File: src/rtl/conv_window_ctrl.sv
// Line-buffer sequencer for a KxK convolution over a channel-interleaved pixel stream.
// Tracks ch/col/row position, gates the shift rows and flags beats that complete a full window.
module conv_window_ctrl #(
  parameter int unsigned IMG_W  = 200,
  parameter int unsigned IMG_H  = 200,
  parameter int unsigned K      = 3,
  parameter int unsigned CH     = 6,
  parameter int unsigned DATA_W = 16,
  localparam int unsigned ROW_W = (IMG_H > 1) ? $clog2(IMG_H) : 1,
  localparam int unsigned COL_W = (IMG_W > 1) ? $clog2(IMG_W) : 1,
  localparam int unsigned CH_W  = (CH > 1) ? $clog2(CH) : 1
) (
  input  logic              i_clk,
  input  logic              i_rst,
  input  logic              i_start,
  input  logic              i_in_valid,
  input  logic [DATA_W-1:0] i_in_data,
  output logic              o_in_ready,
  output logic              o_sr_en,
  output logic [DATA_W-1:0] o_sr_data,
  output logic              o_win_valid,
  input  logic              i_win_ready,
  output logic [ROW_W-1:0]  o_win_row,
  output logic [COL_W-1:0]  o_win_col,
  output logic [CH_W-1:0]   o_win_ch,
  output logic              o_busy,
  output logic              o_done
);

  localparam logic [CH_W-1:0]  LAST_CH  = CH_W'(CH - 1);
  localparam logic [COL_W-1:0] LAST_COL = COL_W'(IMG_W - 1);
  localparam logic [ROW_W-1:0] LAST_ROW = ROW_W'(IMG_H - 1);
  localparam logic [ROW_W-1:0] FILL_ROW = ROW_W'((K >= 2) ? K - 2 : 0);
  localparam logic [ROW_W-1:0] MIN_ROW  = ROW_W'(K - 1);
  localparam logic [COL_W-1:0] MIN_COL  = COL_W'(K - 1);

  typedef enum logic [1:0] {StIdle, StFill, StRun, StDone} state_e;

  state_e             r_state;
  logic [CH_W-1:0]    r_ch;
  logic [COL_W-1:0]   r_col;
  logic [ROW_W-1:0]   r_row;
  logic               r_win_valid;
  logic [ROW_W-1:0]   r_win_row;
  logic [COL_W-1:0]   r_win_col;
  logic [CH_W-1:0]    r_win_ch;
  logic               r_done;

  logic w_stall;
  logic w_in_ready;
  logic w_accept;
  logic w_last_ch;
  logic w_last_col;
  logic w_row_end;
  logic w_frame_last;
  logic w_fill_last;
  logic w_qualify;

  // A pending, unconsumed window freezes the input so no beat is lost or duplicated.
  assign w_stall      = r_win_valid & ~i_win_ready;
  assign w_in_ready   = ((r_state == StFill) || (r_state == StRun)) & ~w_stall;
  assign w_accept     = i_in_valid & w_in_ready;
  assign w_last_ch    = (r_ch == LAST_CH);
  assign w_last_col   = (r_col == LAST_COL);
  assign w_row_end    = w_accept & w_last_ch & w_last_col;
  assign w_frame_last = w_row_end & (r_row == LAST_ROW);
  assign w_fill_last  = w_row_end & (r_row == FILL_ROW);
  assign w_qualify    = w_accept & (r_row >= MIN_ROW) & (r_col >= MIN_COL);

  always_ff @(posedge i_clk or posedge i_rst) begin
    if (i_rst) begin
      r_state     <= StIdle;
      r_ch        <= '0;
      r_col       <= '0;
      r_row       <= '0;
      r_win_valid <= 1'b0;
      r_win_row   <= '0;
      r_win_col   <= '0;
      r_win_ch    <= '0;
      r_done      <= 1'b0;
    end else begin
      r_done <= 1'b0;
      case (r_state)
        StIdle: begin
          if (i_start) begin
            r_state <= (K == 1) ? StRun : StFill;
            r_ch    <= '0;
            r_col   <= '0;
            r_row   <= '0;
          end
        end
        StFill: begin
          if (w_frame_last) begin
            r_state <= StDone;
            r_done  <= 1'b1;
          end else if (w_fill_last) begin
            r_state <= StRun;
          end
        end
        StRun: begin
          if (w_frame_last) begin
            r_state <= StDone;
            r_done  <= 1'b1;
          end
        end
        StDone:  r_state <= StIdle;
        default: r_state <= StIdle;
      endcase

      if (w_accept) begin
        if (w_last_ch) begin
          r_ch <= '0;
          if (w_last_col) begin
            r_col <= '0;
            r_row <= (r_row == LAST_ROW) ? '0 : r_row + ROW_W'(1);
          end else begin
            r_col <= r_col + COL_W'(1);
          end
        end else begin
          r_ch <= r_ch + CH_W'(1);
        end
      end

      // A qualifying accept can only occur when no window is stalled, so reloading is safe.
      if (w_qualify) begin
        r_win_valid <= 1'b1;
        r_win_row   <= r_row;
        r_win_col   <= r_col;
        r_win_ch    <= r_ch;
      end else if (r_win_valid && i_win_ready) begin
        r_win_valid <= 1'b0;
      end
    end
  end

  assign o_in_ready  = w_in_ready;
  assign o_sr_en     = w_accept;
  assign o_sr_data   = i_in_data;
  assign o_win_valid = r_win_valid;
  assign o_win_row   = r_win_row;
  assign o_win_col   = r_win_col;
  assign o_win_ch    = r_win_ch;
  assign o_busy      = (r_state != StIdle);
  assign o_done      = r_done;

endmodule

File: config.mk
export PLATFORM = sky130hd
export DESIGN_NAME = conv_window_ctrl
export DESIGN_NICKNAME = d
export VERILOG_FILES = /design/src/rtl/conv_window_ctrl.sv
export SDC_FILE = /design/constraint.sdc
export NUM_CORES = 1
export LEC_CHECK = 0
export CAP_MARGIN = 40
export CORE_UTILIZATION = 43
export DETAILED_ROUTE_END_ITERATION = 12
export PLACE_DENSITY = 0.76
export SYNTH_ARGS = -nofsm -noshare
export SYNTH_HDL_FRONTEND = slang
export SYNTH_SLANG_ARGS = --single-unit
File: constraint.sdc
create_clock -name i_clk -period 2.2 [get_ports i_clk]
set_clock_uncertainty 0.15 [all_clocks]
set_input_delay 0.22 -clock i_clk [delete_from_list [all_inputs] [get_ports i_clk]]
set_output_delay 0.22 -clock i_clk [all_outputs]
set_load 0.05 [all_outputs]
==> results.cfg <==
[run_status]
run_status = complete, no violations

[critical_path]
regToRegSetupSlack_ps = 70
crit_arrival_ps = 2170
r2r_end = r_state[1]
cp.required_ps = 2240
crit_type = flip-flop to flip-flop
worstSetupStartpoint = r_row[0]
r2r-start = r_row[0]
cp-end-kind = flip-flop
path_max_fanout = 4
cp-start-kind = flip-flop
crit_end = r_state[1]
reg2reg_depth = 6

[timing]
hold_viol_final = 0
post-route-min-period_ps = 2130
setup_ws_ps = 70.9
worstMarginPinSlew_ps = 509
drv_slew = 0
slew_headroom = 0.660
rsz0062_at_grt = yes
setup-violations-final = 0
fin_crit_sh = 0.968
clock.fmax_ghz = 0.470
fin_hold_ws_ps = 109

[yosys]
yosysWarnings = 0
synth_edf_count = 0
synth_top_cell_by_area = dfrtp_1
synth_simple_gate_area_frac = 0.164
synthCells = 218
syn_nets = 247
yosysTopAreaCellShare = 0.477
synthAdderAreaFrac = 0.0455
synth_most_common_cell = dfrtp_1
ys_seq_area_frac = 0.477
synth_area_leaders = dfrtp_1 (48%), mux2_2 (9.7%), o21ai_0 (5.9%)
synth.area.mux_share = 0.104
ys_seq_elements = 42
yosys_most_used_dff = dfrtp_1
synthArstFlopShare = 1.00
synth.distinct_cells = 36
synth_xor_area_frac = 0
avgSynthCellArea_um2 = 10.1
synth_top_family_by_area = simple AND/OR/NAND/NOR gates
synth-compound-area-share = 0.115
ys_top_cells_by_count = dfrtp_1 (42), o21ai_0 (26), mux2_2 (19)
netlist_area_um2 = 2200

[floorplanning]
row_count = 25
ios = 61
core_area_um2 = 4820
die-area_um2 = 5410
die_h_um = 73.6
initial_core_util = 0.457
die_x_um = 73.6

[clocking]
cts_buffers = 5
root_buffer = clkbuf_8
clkTransAtPathRegs_ps = 80
clockBufferDepth = 2
cts.hold.buffers_added = 0
htreeDepth = 2
clkLatencyLatePin_ps = 300
cts.sinks = 42
cts_tree = done

[global_routing]
grtUsageTotal = 0.195
grt_pass1_vias = 1754
antenna_found_initial = 0
grt_pass1_wl_mm = 7.92
grt_overflow = 0
grt_max_degree = 24

[power_and_ir_drop]
pwr-share-comb = 0.350
irDropWorstVdd_uv = 708
switching_power_uw = 862
clkPwrFrac = 0.285
switching_share = 0.326
static-leakage-power_nw = 1.24
power_frac_seq = 0.365
power.total_mw = 2.65
p_int_mw = 1.79
powerDensity_nw_per_um2 = 941

[layout]
area_delta_synth_final_pct = 27.8
drive_gt1_frac = 0.267
diodes = 0
nets = 283
fillers = 423

[route]
wirelength_mm = 4.73
wl_per_cell_um = 14.7
first_pass_iters = 4
ant_nets = 0
post-route-drc-count = 0
viasPerCell = 5.32
drt_iter0_drc = 145
num_vias = 1713

[hold_path]
holdCritPathClass = input pin to asynchronous set/reset pin

[placed_design]
port_buffers = 28
pre_cts_ws_ps = -7.51
dp_hpwl_mm = 3.33
gp_congestion = 0.869

[run]
maxCapViolCount = 0
[layout by cell type, fill, tap and decap left out, types with 2 or more instances in the layout]
| cell | synthesis | routed |
|---|---|---|
| a21oi_1 | 8 | 8 |
| and3_1 | 4 | 4 |
| buf_12 | 0 | 3 |
| buf_4 | 16 | 25 |
| bufinv_16 | 0 | 2 |
| clkbuf_8 | 0 | 6 |
| clkdlybuf4s50_1 | 0 | 25 |
| dfrtp_1 | 42 | 41 |
| ha_1 | 8 | 7 |
| inv_1 | 14 | 14 |
| mux2_2 | 19 | 19 |
| nand2_1 | 14 | 14 |
| nand3_1 | 11 | 10 |
| nand4_1 | 4 | 4 |
| nor2_1 | 6 | 6 |
| nor3_1 | 9 | 9 |
| nor4_1 | 4 | 3 |
| o21ai_0 | 26 | 26 |
| or3_1 | 3 | 3 |
[cell type report]
cell class              instances  area, µm²  share of cell area
clock inverters                 2       60.1              0.0213
flip-flops and latches         42       1050               0.374
well taps                      67       83.8              0.0298
multi-input cells             138        985               0.350
inverters                      14       52.6              0.0187
repair buffers                 53        498               0.177
clock buffers                   6       82.6              0.0293
[worst min path at each step]
stage	start	endpoint	depth (start not counted)
CTS	i_rst	o_win_col[3]	3
detailed placement	i_in_data[2]	o_sr_data[2]	0
global placement	i_in_data[2]	o_sr_data[2]	0
finish	i_rst	o_win_col[3]	3
floorplan	i_in_valid	o_done	2
global route	i_rst	o_win_col[3]	3
[registers in the layout, indices dropped and copies added (netlist names)]
signal and cells:
o_win_valid 1, o_win_row 8, r_ch 3, r_state 2
o_done 1, o_win_ch 3, r_row 8, r_col 8
o_win_col 8
[stage by stage]
step | TNS [ps] | instances | util | instance area [µm²]
2_1_floorplan | 0 | 218 | - | 2210
5_1_grt | -64.5 | 322 | 0.584 | 2810
3_5_place_dp | -7.51 | 313 | 0.545 | 2630
6_report | 0 | 322 | 0.584 | 2810
4_1_cts | 0 | 321 | 0.576 | 2780
3_3_place_gp | 0 | 313 | 0.545 | 2630
[power groups by stage]
stage	combinational, mW	clock, mW	sequential [mW]
finish	0.927	0.754	0.966
detailed placement	0.910	0	0.979
global placement	0.901	0	0.971
floorplan	0.440	0	1.18
CTS	0.916	0.762	0.965
global route	1.00	0.791	0.979
[repair_timing]
action	4_1_cts	5_1_grt
setup endpoints to repair	2	30
pin swaps	0	1
buffers inserted	0	1
resized for setup	1	7
[worst max-delay path, cell delays in order (launching register included)]
cell,delay (ps)
dfrtp_1,360
ha_1,250
nand4_1,130
or4_1,480
nor3_2,180
o32ai_1,160
mux2_4,310
[per-layer routing]
metal | routed length [µm] | part of all wire | up-vias | GRT usage
li1 | - | - | 832 | -
met1 | 2090 | 0.44 | 815 | 0.248
met2 | 2320 | 0.49 | 58 | 0.328
met3 | 244 | 0.052 | 8 | 0.0329
met4 | 85 | 0.018 | 0 | 0.0833
met5 | 0 | 0 | - | 0
[cell families (layout without fill, tap and decap cells)]
logic type               count (synthesis)  after routing
adder cells (fa/ha/maj)                  8              8
buffers and inverters                   38             75
multiplexers                            20             20
AO/OA/AOI/OAI                           44             44
flip-flops                              42             42
AND/OR/NAND/NOR                         66             66
Note: power is estimated with default switching activity, not from simulation.
